## src/rtl/mem_port_arbiter.sv

```systemverilog
// mem_port_arbiter: round-robin arbiter/sequencer for one shared 32-bit memory port.
// Four requesters compete. The winner owns the port for MEM_LAT cycles and gets a
// one-cycle done pulse in its last cycle. Priority then rotates to the requester
// after the winner, and one idle cycle always separates consecutive grants.
module mem_port_arbiter #(
    parameter int unsigned MEM_LAT = 2
) (
    input  logic       clk,
    input  logic       rst_n,
    input  logic [3:0] req,
    output logic [3:0] grant,
    output logic [1:0] sel,
    output logic       mem_en,
    output logic [3:0] done,
    output logic       busy
);

    typedef enum logic {
        ST_IDLE  = 1'b0,
        ST_GRANT = 1'b1
    } state_t;

    // Counter load value on grant entry. Zero means a single-cycle transaction.
    localparam logic [3:0] CNT_INIT = 4'(MEM_LAT - 1);

    state_t     state_q, state_d;
    logic [3:0] grant_q, grant_d;
    logic [1:0] sel_q, sel_d;
    logic       mem_en_q, mem_en_d;
    logic [3:0] done_q, done_d;
    logic       busy_q, busy_d;
    logic [1:0] ptr_q, ptr_d;
    logic [3:0] cnt_q, cnt_d;

    logic [3:0] req_rot;
    logic [1:0] win_off;
    logic [1:0] win_idx;
    logic       win_vld;
    logic [3:0] win_onehot;

    // Rotate the request vector so bit 0 is the current highest-priority requester.
    genvar gi;
    generate
        for (gi = 0; gi < 4; gi++) begin : g_rot
            assign req_rot[gi] = req[ptr_q + 2'(gi)];
        end
    endgenerate

    // Fixed-priority pick on the rotated view, then map the offset back to an index.
    always_comb begin
        win_off = 2'd0;
        if (req_rot[0])      win_off = 2'd0;
        else if (req_rot[1]) win_off = 2'd1;
        else if (req_rot[2]) win_off = 2'd2;
        else                 win_off = 2'd3;
        win_vld    = |req_rot;
        win_idx    = ptr_q + win_off;
        win_onehot = 4'b0001 << win_idx;
    end

    // Next-state and next-output computation. Outputs are precomputed so that
    // they change together with the state on the clock edge.
    always_comb begin
        state_d  = state_q;
        grant_d  = grant_q;
        sel_d    = sel_q;
        mem_en_d = mem_en_q;
        busy_d   = busy_q;
        ptr_d    = ptr_q;
        cnt_d    = cnt_q;
        done_d   = 4'b0000;
        case (state_q)
            ST_IDLE: begin
                if (win_vld) begin
                    state_d  = ST_GRANT;
                    grant_d  = win_onehot;
                    sel_d    = win_idx;
                    mem_en_d = 1'b1;
                    busy_d   = 1'b1;
                    cnt_d    = CNT_INIT;
                    // A single-cycle transaction completes in its first grant cycle.
                    if (CNT_INIT == 4'd0) begin
                        done_d = win_onehot;
                    end
                end
            end
            ST_GRANT: begin
                if (cnt_q != 4'd0) begin
                    cnt_d = cnt_q - 4'd1;
                    // The cycle in which cnt reaches zero is the final grant cycle.
                    if (cnt_q == 4'd1) begin
                        done_d = grant_q;
                    end
                end else begin
                    // Release the port; sel keeps the last winner while idle.
                    state_d  = ST_IDLE;
                    grant_d  = 4'b0000;
                    mem_en_d = 1'b0;
                    busy_d   = 1'b0;
                    ptr_d    = sel_q + 2'd1;
                end
            end
            default: begin
                state_d = ST_IDLE;
            end
        endcase
    end

    // State register. Reset abandons any transaction in flight without a done.
    always_ff @(posedge clk) begin
        if (!rst_n) begin
            state_q  <= ST_IDLE;
            grant_q  <= 4'b0000;
            sel_q    <= 2'd0;
            mem_en_q <= 1'b0;
            done_q   <= 4'b0000;
            busy_q   <= 1'b0;
            ptr_q    <= 2'd0;
            cnt_q    <= 4'd0;
        end else begin
            state_q  <= state_d;
            grant_q  <= grant_d;
            sel_q    <= sel_d;
            mem_en_q <= mem_en_d;
            done_q   <= done_d;
            busy_q   <= busy_d;
            ptr_q    <= ptr_d;
            cnt_q    <= cnt_d;
        end
    end

    assign grant  = grant_q;
    assign sel    = sel_q;
    assign mem_en = mem_en_q;
    assign done   = done_q;
    assign busy   = busy_q;

endmodule

```

## config.mk

```make
export PLATFORM = sky130hd
export DESIGN_NAME = mem_port_arbiter
export DESIGN_NICKNAME = d
export VERILOG_FILES = /design/src/rtl/mem_port_arbiter.sv
export SDC_FILE = /design/constraint.sdc
export NUM_CORES = 1
export LEC_CHECK = 0
export CORE_MARGIN = 2
export CORE_UTILIZATION = 40
export CTS_BUF_LIST = sky130_fd_sc_hd__clkbuf_16
export CTS_CLUSTER_DIAMETER = 60
export DETAILED_ROUTE_END_ITERATION = 12
export SLEW_MARGIN = 5
export SYNTH_ARGS = -nofsm -noshare
export SYNTH_HDL_FRONTEND = slang
export SYNTH_SLANG_ARGS = --single-unit
```

## constraint.sdc

```tcl
create_clock -name clk -period 2.5 [get_ports clk]
set_input_delay 0.5 -clock clk [delete_from_list [all_inputs] [get_ports clk]]
set_output_delay 0.5 -clock clk [all_outputs]
set_load 0.02 [all_outputs]
```

# [Yosys cells after proc, flatten, opt, wreduce, memory -nomap -nowiden]
# Cells that the tools add are included.
[classes] n_addsub=6 n_lt_le_gt_ge=4 n_eq_ne=4 shifts=1 mux=23 n_bitwise=2 n_reduce_logical=7
[ops] op="4-bit 2-to-1 mux" n=4
[ops] op="4-bit one-hot mux with 2 select lines" n=2
[ops] op="2-bit by 3-bit < comparator with 1-bit output, second input constant" n=4
[ops] op="1-bit 2-to-1 mux" n=9
[ops] op="1-bit binary-select mux with 2-bit select" n=4
[ops] op="2-bit AND reduction" n=4
[ops] op="2-bit by 1-bit adder with 2-bit output, second input constant" n=2
[ops] op="2-bit adder, second input constant" n=2
[ops] op="4-bit by 1-bit == test with 1-bit output, second input constant" n=1
[ops] op="2-bit 2-to-1 mux" n=2
[ops] op="2-bit inequality test, second input constant" n=2
[ops] op="1-bit one-hot mux with 2 select lines" n=2
[ops] op="4-bit AND reduction" n=1
[ops] op="4-bit nonzero test" n=1
[ops] op="4-bit OR reduction" n=1
[ops] op="1-bit by 2-bit left shift with 4-bit output, first input constant" n=1
[ops] op="4-bit by 1-bit subtractor with 4-bit output, second input constant" n=1
[ops] op="2-bit adder" n=1
[ops] op="2-bit by 1-bit inequality test with 1-bit output, second input constant" n=1
[ops] op="1-bit inverter" n=2
[word_totals] ff_bits=18 input_bits=6 output_inout_bits=12 wordCells=54

# [Depth between registers and ports, before layout]
# Gate-level depths: netlist (run 1).
[logic_depth] ltp_word=10 ltp_mapped=9

# [Worst setup path before layout (run 1)]
# Ideal clock, no wire load.
[synth_timing] path_kind="input to register" start="in req[2]" end="reg grant_q[3], in the netlist grant[3]" arrival_time_ns=1.741 setup_slack_ns=0.626 stages=8 path_buffers=0 path_cell_list="nor2b_1 -> nand2b_1 -> a32oi_1 -> nand2_1 -> ha_1 -> a21boi_0 -> a32oi_1 -> o22ai_1"
[synth_between] elab_chain_cells=9
[synth_rtl] element="from (decl)" line_no="10" source="input logic [3:0] req,"
[synth_rtl] element="1-bit binary-select mux with 2-bit select" line_no="45" source="assign req_rot[gi] = req[ptr_q + 2'(gi)];"
[synth_rtl] element="1-bit 2-to-1 mux (not written as such)" line_no="45"
[synth_rtl] element="1-bit 2-to-1 mux" line_no="54" source="else if (req_rot[2]) win_off = 2'd2;"
[synth_rtl] element="2-bit 2-to-1 mux" line_no="53" source="else if (req_rot[1]) win_off = 2'd1;"
[synth_rtl] element="2-bit 2-to-1 mux" line_no="52" source="if (req_rot[0]) win_off = 2'd0;"
[synth_rtl] element="2-bit adder" line_no="57" source="win_idx = ptr_q + win_off;"
[synth_rtl] element="1-bit by 2-bit left shift with 4-bit output" line_no="58" source="win_onehot = 4'b0001 << win_idx;"
[synth_rtl] element="4-bit 2-to-1 mux" line_no="74" source="if (win_vld) begin"
[synth_rtl] element="4-bit one-hot mux with 2 select lines" line_no="72" source="case (state_q)"
[synth_rtl] element="to (signal assigned)" line_no="122" source="grant_q <= grant_d;"
[synth_rtl] element="to (decl)" line_no="27" source="logic [3:0] grant_q, grant_d;"
# Parallel ways exist; a longest one is shown, timed or not. The select of a mux whose other input is x is not followed.
# A chain may end at the register's enable or synchronous reset.

# [Worst setup path in the final report (run 1)]
[layout_timing] start="in req[3]" end="reg grant_q[3], in the netlist grant[3]"
# Same word-level chain as after synthesis.

==> results of run 1 <==
state kept, by name, indices dropped and copies added (netlist names):
signal	cells
cnt_q	4
ptr_q	2
sel	2
busy	1
done	4
state_q	1
grant	4
cell families (layout without fill, tap and decap cells):
kind of cell / count (synthesis) / after routing / synth area share
AND/OR/NAND/NOR: 47 / 47 / 0.284
AO/OA/AOI/OAI: 24 / 24 / 0.185
flip-flops: 18 / 18 / 0.380
buffers and inverters: 11 / 27 / 0.0555
adder cells (fa/ha/maj): 5 / 5 / 0.0661
XOR/XNOR: 2 / 2 / 0.0185
multiplexers: 1 / 1 / 0.0106
worst max-delay path: stages:
cell                              delay (ns)
sky130_fd_sc_hd__clkdlybuf4s50_1        0.52
sky130_fd_sc_hd__nor3b_1                0.19
sky130_fd_sc_hd__o21ai_0                0.20
sky130_fd_sc_hd__nand2_1                0.10
sky130_fd_sc_hd__ha_1                   0.20
sky130_fd_sc_hd__a21boi_0               0.12
sky130_fd_sc_hd__a32oi_1                0.38
sky130_fd_sc_hd__o22ai_1                0.15
layout make-up:
| class | count | area [µm²] |
|---|---|---|
| clock buffer | 3 | 75.1 |
| tap | 28 | 35.0 |
| fill | 210 | 1020 |
| sequential | 18 | 360 |
| multi-input combinational | 79 | 534 |
| timing repair buffer | 19 | 185 |
| clock inverter | 1 | 3.75 |
| inverter | 4 | 15.0 |
report_power, final:
group	total, mW	leakage, nW	internal (mW)	switching [mW]
sequential	0.349	0.147	0.317	0.0321
combinational	0.228	0.301	0.111	0.116
clock	0.310	0.0385	0.212	0.0981
total	0.887	0.487	0.640	0.247
layout by cell type (no fill, tap or decap), types with 3 or more instances in the layout:
master and count:
sky130_fd_sc_hd__a21boi_0 3, sky130_fd_sc_hd__a32o_1 3, sky130_fd_sc_hd__clkbuf_16 3, sky130_fd_sc_hd__nor2_1 6, sky130_fd_sc_hd__dfxtp_1 18, sky130_fd_sc_hd__nor3b_1 4
sky130_fd_sc_hd__clkdlybuf4s50_1 17, sky130_fd_sc_hd__o21ai_0 6, sky130_fd_sc_hd__nor2b_1 4, sky130_fd_sc_hd__inv_1 4, sky130_fd_sc_hd__o211a_1 3, sky130_fd_sc_hd__ha_1 5
sky130_fd_sc_hd__nand2_1 13, sky130_fd_sc_hd__and2_1 5
worst paths after layout:
check	endpoint	slack, ns	start
hold / removal	grant[3]$_SDFFE_PN0P_	0.48	grant[3]$_SDFFE_PN0P_
setup / recovery	grant[3]$_SDFFE_PN0P_	0.25	req[3]
hold reg to reg	grant[3]$_SDFFE_PN0P_	0.48	grant[3]$_SDFFE_PN0P_
setup reg to reg	grant[3]$_SDFFE_PN0P_	0.50	ptr_q[1]$_SDFFE_PN0P_
metal layers:
metal / part of all wire / vias to the layer above / GRT usage
li1: - / 410 / -
met1: 0.53 / 365 / 0.207
met2: 0.43 / 15 / 0.242
met3: 0.041 / 0 / 0.0429
met4: 0 / 0 / 0.0256
met5: 0 / - / 0
==> flow_summary.html, run 1 <==
<table>
<tr><th>Metric</th><th>Value</th></tr>
<tr><th colspan="2">Power</th></tr>
<tr><td>VDD IR max</td><td>0.000530 V</td></tr>
<tr><td>Final Total Pwr</td><td>0.887 mW</td></tr>
<tr><td>Leak</td><td>0.487 nW</td></tr>
<tr><td>Pwr/cell area</td><td>734 nW/µm²</td></tr>
<tr><th colspan="2">GRT</th></tr>
<tr><td>Total congestion overflow</td><td>0</td></tr>
<tr><td>Largest net degree at the start of global routing</td><td>19</td></tr>
<tr><td>Overall global routing resource usage</td><td>0.152</td></tr>
<tr><td>Vias in the first global route</td><td>720</td></tr>
<tr><td>First-pass GRT wire length</td><td>3150 µm</td></tr>
<tr><td>Antenna violations before repair</td><td>0</td></tr>
<tr><th colspan="2">Floorplanning</th></tr>
<tr><td>Horizontal die dimension</td><td>52.7 µm</td></tr>
<tr><td>Die outline area</td><td>2770 µm²</td></tr>
<tr><td>Row count</td><td>17</td></tr>
<tr><td>Count of boundary I/O pins</td><td>18</td></tr>
<tr><td>Placeable core area</td><td>2230 µm²</td></tr>
<tr><td>Initial core utilization</td><td>0.424</td></tr>
<tr><td>Y dimension of the die</td><td>52.7 µm</td></tr>
<tr><th colspan="2">Detailed routing</th></tr>
<tr><td>Total number of vias</td><td>790</td></tr>
<tr><td>Residual DRC</td><td>0</td></tr>
<tr><td>Iteration-0 DRC Markers</td><td>20</td></tr>
<tr><td>Drt pass-1 iters</td><td>4</td></tr>
<tr><td>Drt wl/cell</td><td>11.9 µm</td></tr>
<tr><td>Number of nets with antenna violations after detailed routing</td><td>0</td></tr>
<tr><td>Via density per instance</td><td>5.20</td></tr>
<tr><td>Detailed-route wire length</td><td>1800 µm</td></tr>
<tr><th colspan="2">Timing</th></tr>
<tr><td>Minimum clock period</td><td>2.25 ns</td></tr>
<tr><td>Achievable Freq</td><td>444 MHz</td></tr>
<tr><td>Number of setup violations in the final report</td><td>0</td></tr>
<tr><td>Share of the clock period used by the worst path</td><td>0.902</td></tr>
<tr><td>Final Hold Vio Count</td><td>0</td></tr>
<tr><td>Slack of the critical path</td><td>0.246 ns</td></tr>
<tr><td>RSZ-0062 raised after global routing</td><td>false</td></tr>
<tr><td>Count of pins over their slew limit</td><td>0</td></tr>
<tr><td>Transition time at the pin with the least slew margin</td><td>0.531 ns</td></tr>
<tr><td>Slew margin rel.</td><td>0.643</td></tr>
<tr><td>Setup clock skew after layout</td><td>0.00144 ns</td></tr>
<tr><td>Sum Neg Setup Slack</td><td>0 ns</td></tr>
<tr><td>Minimum hold slack</td><td>0.482 ns</td></tr>
<tr><th colspan="2">Layout</th></tr>
<tr><td>Final instance count without filler cells</td><td>152</td></tr>
<tr><td>Fraction of final layout cells with drive strength greater than 1</td><td>0.0645</td></tr>
<tr><td>Design Area, Final</td><td>1210 µm²</td></tr>
<tr><td>Layout net count</td><td>136</td></tr>
<tr><td>Layout area overhead</td><td>27.6%</td></tr>
<tr><td>End-of-flow core utilization</td><td>0.541</td></tr>
<tr><td>Ant diodes</td><td>0</td></tr>
<tr><th colspan="2">Place</th></tr>
<tr><td>Post-placement setup slack</td><td>0.0141 ns</td></tr>
<tr><td>Buffers on Ports</td><td>17</td></tr>
<tr><td>Placer's final routability congestion estimate</td><td>0.796</td></tr>
<tr><td>Placed wire-length estimate after detailed placement</td><td>1340 µm</td></tr>
<tr><td>Placed Instances</td><td>148</td></tr>
<tr><td>Total cell area at the placement stage</td><td>1130 µm²</td></tr>
<tr><th colspan="2">Logic synthesis</th></tr>
<tr><td>Library cell occupying the most area in the post-synthesis netlist</td><td>sky130_fd_sc_hd__dfxtp_1</td></tr>
<tr><td>Count leader, synth</td><td>sky130_fd_sc_hd__dfxtp_1</td></tr>
<tr><td>Yosys synthesis warning count</td><td>0</td></tr>
<tr><td>Fraction of registers with async set or reset after synthesis</td><td>0</td></tr>
<tr><td>Synth top area cells</td><td>sky130_fd_sc_hd__dfxtp_1 38%, sky130_fd_sc_hd__ha_1 6.6%, sky130_fd_sc_hd__nand2_1 5.2%</td></tr>
<tr><td>Synth unique cells</td><td>36</td></tr>
<tr><td>Sequential-to-total area share from yosys stat</td><td>0.380</td></tr>
<tr><td>Synth cell count leaders</td><td>18 x sky130_fd_sc_hd__dfxtp_1, 13 x sky130_fd_sc_hd__nand2_1, 6 x sky130_fd_sc_hd__nor2_1, 6 x sky130_fd_sc_hd__o21ai_0</td></tr>
<tr><td>Ys flop type</td><td>sky130_fd_sc_hd__dfxtp_1</td></tr>
<tr><td>Number of enable flip-flop cells after synthesis</td><td>0</td></tr>
<tr><td>Post-Synthesis Cells</td><td>108</td></tr>
<tr><td>Syn_nets</td><td>119</td></tr>
<tr><td>Count of state elements after synthesis</td><td>18</td></tr>
<tr><td>Average cell area after synthesis</td><td>8.77 µm²</td></tr>
<tr><td>Synthesized area</td><td>947 µm²</td></tr>
<tr><td>Area share of the leading cell type in the synthesized netlist</td><td>0.380</td></tr>
<tr><th colspan="2">CTS</th></tr>
<tr><td># hold bufs at CTS</td><td>0</td></tr>
<tr><td>Clock transition at the register clock pins on the worst setup and hold paths after CTS</td><td>0.05 ns</td></tr>
<tr><td>Post-CTS setup buffer count</td><td>0</td></tr>
<tr><td>Number of clock sinks</td><td>18</td></tr>
<tr><td>Source-to-sink clock delay at the later pin of the worst-skew pair</td><td>0.24 ns</td></tr>
<tr><td>Max H-tree Level</td><td>1</td></tr>
<tr><td>CTS root buf</td><td>sky130_fd_sc_hd__clkbuf_16</td></tr>
<tr><td>Maximum clock insertion buffer count</td><td>2</td></tr>
<tr><td>Number of buffers added by the clock tree synthesis step</td><td>3</td></tr>
<tr><td>Post-cts sizing count</td><td>0</td></tr>
<tr><td>CTS tree</td><td>done</td></tr>
<tr><th colspan="2">Critical path</th></tr>
<tr><td>Worst r2r path cells</td><td>8</td></tr>
<tr><td>Worst Setup Start Kind</td><td>primary input</td></tr>
<tr><td>Arrival time reported for the critical path endpoint</td><td>2.37 ns</td></tr>
<tr><td>Crit path kind</td><td>in -&gt; reg</td></tr>
<tr><td>Worst path required time</td><td>2.61 ns</td></tr>
<tr><td>Largest fanout on the critical path</td><td>7</td></tr>
<tr><td>Endpoint type of the worst setup path</td><td>flip-flop</td></tr>
<tr><th colspan="2">Run</th></tr>
<tr><td>Max Cap Viol</td><td>0</td></tr>
<tr><th colspan="2">Status</th></tr>
<tr><td>Status</td><td>finished, final reports clean</td></tr>
<tr><th colspan="2">Worst hold path</th></tr>
<tr><td>Classification of the worst-slack hold path</td><td>reg -&gt; reg</td></tr>
<tr><td>Worst hold path cell count</td><td>2</td></tr>
</table>
Power figures use the tool's default switching activity.
==> run 2, diff against run 1 <==
CORE_UTILIZATION = 50   (was 40)
CTS_BUF_LIST = default   (was sky130_fd_sc_hd__clkbuf_16)
PLACE_DENSITY = 0.77   (was default)
SLEW_MARGIN = 40   (was 5)
==> run 2 against run 1 <==
Via count increased by 2.8%. Setup slack improved by 0.076 ns. Register-to-register slack worse by 0.03 ns. Clock-buffer cell count rose by 1. First-iteration DRC count up 15%. Sequential share of layout area rose by 1.2 points. Clock skew hardly changed. Wire length increased by 2.2%. Cell count is 2.0% lower. Power is 15% lower. Critical path depth grew 1.
==> flow_summary.html, run 2 (synthesized netlist as in run 1, its figures left out) <==
<table>
<tr><th>Metric</th><th>Value</th></tr>
<tr><th colspan="2">Critical path</th></tr>
<tr><td>Worst Setup Start Kind</td><td>primary input</td></tr>
<tr><td>Chain of cells forming the critical path</td><td>clkdlybuf4s50_1 -&gt; nor2b_1 -&gt; nand2b_1 -&gt; a32oi_1 -&gt; nand2_1 -&gt; ha_1 -&gt; a21boi_0 -&gt; a32oi_1 -&gt; o22ai_1</td></tr>
<tr><td>Worst path required time</td><td>2.67 ns (+0.06 ns)</td></tr>
<tr><td>Endpoint type of the worst setup path</td><td>flip-flop</td></tr>
<tr><td>Slowest Stage Delay on Critical Path</td><td>0.41 ns (-0.11 ns)</td></tr>
<tr><td>Largest fanout on the critical path</td><td>5 (-2)</td></tr>
<tr><td>Crit path kind</td><td>in -&gt; reg</td></tr>
<tr><td>Arrival time reported for the critical path endpoint</td><td>2.35 ns (-0.02 ns)</td></tr>
<tr><td>Cell type of the slowest stage on the worst timing path</td><td>sky130_fd_sc_hd__clkdlybuf4s50_1</td></tr>
<tr><td>Cell repeated most along the worst path</td><td>sky130_fd_sc_hd__a32oi_1</td></tr>
<tr><th colspan="2">Worst hold path</th></tr>
<tr><td>Classification of the worst-slack hold path</td><td>reg -&gt; reg</td></tr>
<tr><th colspan="2">Floorplanning</th></tr>
<tr><td>Die outline area</td><td>2260 µm² (-19%)</td></tr>
<tr><td>Placeable core area</td><td>1750 µm² (-22%)</td></tr>
<tr><td>Y dimension of the die</td><td>47.5 µm (-9.8%)</td></tr>
<tr><td>Initial core utilization</td><td>0.543 (+0.119)</td></tr>
<tr><td>Row count</td><td>15 (-2)</td></tr>
<tr><td>Count of boundary I/O pins</td><td>18 (unchanged)</td></tr>
<tr><td>Horizontal die dimension</td><td>47.5 µm (-9.8%)</td></tr>
<tr><th colspan="2">Layout</th></tr>
<tr><td>Most common cell after layout, fill and taps aside</td><td>sky130_fd_sc_hd__dfxtp_1</td></tr>
<tr><td>Ant diodes</td><td>0 (unchanged)</td></tr>
<tr><td>Layout area overhead</td><td>22.7%</td></tr>
<tr><td>Layout net count</td><td>136 (unchanged)</td></tr>
<tr><td>Fraction of final layout cells with drive strength greater than 1</td><td>0.0726 (+0.00806)</td></tr>
<tr><td>Commonest non-fill, non-tap cells in the layout</td><td>18 x sky130_fd_sc_hd__dfxtp_1, 17 x sky130_fd_sc_hd__clkdlybuf4s50_1, 13 x sky130_fd_sc_hd__nand2_1</td></tr>
<tr><td>Layout filler cell count</td><td>148 (-30%)</td></tr>
<tr><th colspan="2">Power</th></tr>
<tr><td>Internal power</td><td>0.515 mW (-20%)</td></tr>
<tr><td>Leak</td><td>0.469 nW (-3.6%)</td></tr>
<tr><td>Combinational share of power</td><td>0.301 (+0.044)</td></tr>
<tr><td>Share of total power in the clock network</td><td>0.237 (-0.113)</td></tr>
<tr><td>Register share of total power</td><td>0.462 (+0.069)</td></tr>
<tr><td>Switching fraction of total power</td><td>0.319 (+0.0406)</td></tr>
<tr><td>Pwr/cell area</td><td>650 nW/µm² (-11%)</td></tr>
<tr><td>Net switching power figure</td><td>0.241 mW (-2.3%)</td></tr>
<tr><td>VDD IR max</td><td>0.000335 V (-37%)</td></tr>
<tr><th colspan="2">Timing</th></tr>
<tr><td>Final Hold Vio Count</td><td>0 (unchanged)</td></tr>
<tr><td>RSZ-0062 raised after global routing</td><td>false</td></tr>
<tr><td>Slew margin rel.</td><td>0.673 (+0.0304)</td></tr>
<tr><td>Setup clock skew after layout</td><td>0.00153 ns (+0.0000837 ns)</td></tr>
<tr><td>Share of the clock period used by the worst path</td><td>0.871 (-0.0303)</td></tr>
<tr><td>Achievable Freq</td><td>459 MHz (+3.5%)</td></tr>
<tr><td>Count of pins over their slew limit</td><td>0 (unchanged)</td></tr>
<tr><td>Slack of the critical path</td><td>0.322 ns (+0.0759 ns)</td></tr>
<tr><td>Number of setup violations in the final report</td><td>0 (unchanged)</td></tr>
<tr><td>Minimum clock period</td><td>2.18 ns (-0.0759 ns)</td></tr>
<tr><td>Transition time at the pin with the least slew margin</td><td>0.486 ns (-0.0452 ns)</td></tr>
<tr><td>Sum Neg Setup Slack</td><td>0 ns (unchanged)</td></tr>
<tr><th colspan="2">GRT</th></tr>
<tr><td>Vias in the first global route</td><td>705 (-2.1%)</td></tr>
<tr><td>Largest net degree at the start of global routing</td><td>19 (unchanged)</td></tr>
<tr><td>Overall global routing resource usage</td><td>0.184 (+0.0321)</td></tr>
<tr><td>Total congestion overflow</td><td>0 (unchanged)</td></tr>
<tr><td>First-pass GRT wire length</td><td>2960 µm (-6.1%)</td></tr>
<tr><td>Antenna violations before repair</td><td>0 (unchanged)</td></tr>
<tr><th colspan="2">CTS</th></tr>
<tr><td>Clock transition at the register clock pins on the worst setup and hold paths after CTS</td><td>0.10 ns (+0.05 ns)</td></tr>
<tr><td>Post-CTS setup buffer count</td><td>0 (unchanged)</td></tr>
<tr><td>Post-cts sizing count</td><td>0 (unchanged)</td></tr>
<tr><td>CTS root buf</td><td>sky130_fd_sc_hd__clkbuf_4</td></tr>
<tr><td>Source-to-sink clock delay at the later pin of the worst-skew pair</td><td>0.29 ns (+0.05 ns)</td></tr>
<tr><td>Number of clock sinks</td><td>18 (unchanged)</td></tr>
<tr><td>CTS tree</td><td>done</td></tr>
<tr><td>Maximum clock insertion buffer count</td><td>2 (unchanged)</td></tr>
<tr><td># hold bufs at CTS</td><td>0 (unchanged)</td></tr>
<tr><td>Number of buffers added by the clock tree synthesis step</td><td>3 (unchanged)</td></tr>
<tr><td>Max H-tree Level</td><td>1 (unchanged)</td></tr>
<tr><th colspan="2">Detailed routing</th></tr>
<tr><td>Number of nets with antenna violations after detailed routing</td><td>0 (unchanged)</td></tr>
<tr><td>Drt pass-1 iters</td><td>4 (unchanged)</td></tr>
<tr><td>Total number of vias</td><td>812 (+2.8%)</td></tr>
<tr><td>Via density per instance</td><td>5.45 (+4.9%)</td></tr>
<tr><td>Residual DRC</td><td>0 (unchanged)</td></tr>
<tr><td>Drt wl/cell</td><td>12.4 µm (+4.3%)</td></tr>
<tr><td>Detailed-route wire length</td><td>1840 µm (+2.2%)</td></tr>
<tr><td>Iteration-0 DRC Markers</td><td>23 (+15%)</td></tr>
<tr><th colspan="2">Status</th></tr>
<tr><td>Status</td><td>finished, final reports clean</td></tr>
<tr><th colspan="2">Place</th></tr>
<tr><td>Post-placement setup slack</td><td>0.0284 ns (+0.0143 ns)</td></tr>
<tr><td>Placed wire-length estimate after detailed placement</td><td>1360 µm (+0.94%)</td></tr>
<tr><td>Buffers on Ports</td><td>17 (unchanged)</td></tr>
<tr><td>Placer's final routability congestion estimate</td><td>0.745 (-6.5%)</td></tr>
<tr><th colspan="2">Run</th></tr>
<tr><td>Max Cap Viol</td><td>0 (unchanged)</td></tr>
</table>
==> run 2: area by class of cell <==
cell class	count	area [µm²]	area share
Multi-Input combinational cell	79	534	0.460
Sequential cell	18	360	0.310
Timing Repair Buffer	19	185	0.159
Clock buffer	4	36.3	0.0312
Tap cell	25	31.3	0.0269
Inverter	4	15.0	0.0129
==> run 2: routing by layer <==
metal	GRT usage	share of wire	vias to the layer above	routed length (µm)
li1	-	-	410	-
met1	0.255	0.49	369	906
met2	0.295	0.45	31	827
met3	0.0226	0.053	2	98
met4	0.0667	0.0049	0	9
met5	0	0	-	0
==> run 2: final timing paths <==
kind	startpoint	end	slack [ns]	cells past startpoint
worst max-delay path	req[2]	grant[3]$_SDFFE_PN0P_	0.32	9
worst max register to register	ptr_q[1]$_SDFFE_PN0P_	grant[3]$_SDFFE_PN0P_	0.47	8
worst min-delay path	grant[2]$_SDFFE_PN0P_	grant[2]$_SDFFE_PN0P_	0.49	2
worst min register to register	grant[2]$_SDFFE_PN0P_	grant[2]$_SDFFE_PN0P_	0.49	2
==> run 2: through the flow <==
step | instance area, µm² | utilization | std cells | hold WS, ns | power [mW]
detailed placement | 1130 | 0.645 | 145 | 0.477 | 0.580
global route | 1160 | 0.666 | 149 | 0.510 | 0.800
floorplan | 947 | - | 108 | 0.485 | 0.510
finish | 1160 | 0.666 | 149 | 0.488 | 0.756
CTS | 1160 | 0.666 | 149 | 0.496 | 0.758
global placement | 1130 | 0.645 | 145 | 0.464 | 0.574
==> run 2: critical path, delay by kind of cell <==
kind                       cells  cell delay, ns
AOI/OAI and AO/OA              4            0.85
adders and majority gates      1            0.19
buffers and inverters          1            0.41
and+or+nand+nor                3            0.41
==> run 2: power groups by stage <==
stage / clock (mW) / combinational, mW / sequential, mW
after floorplan: 0 / 0.149 / 0.361
after global placement: 0 / 0.221 / 0.353
after detailed placement: 0 / 0.225 / 0.355
after CTS: 0.182 / 0.227 / 0.349
after global routing: 0.193 / 0.254 / 0.354
final: 0.179 / 0.228 / 0.349
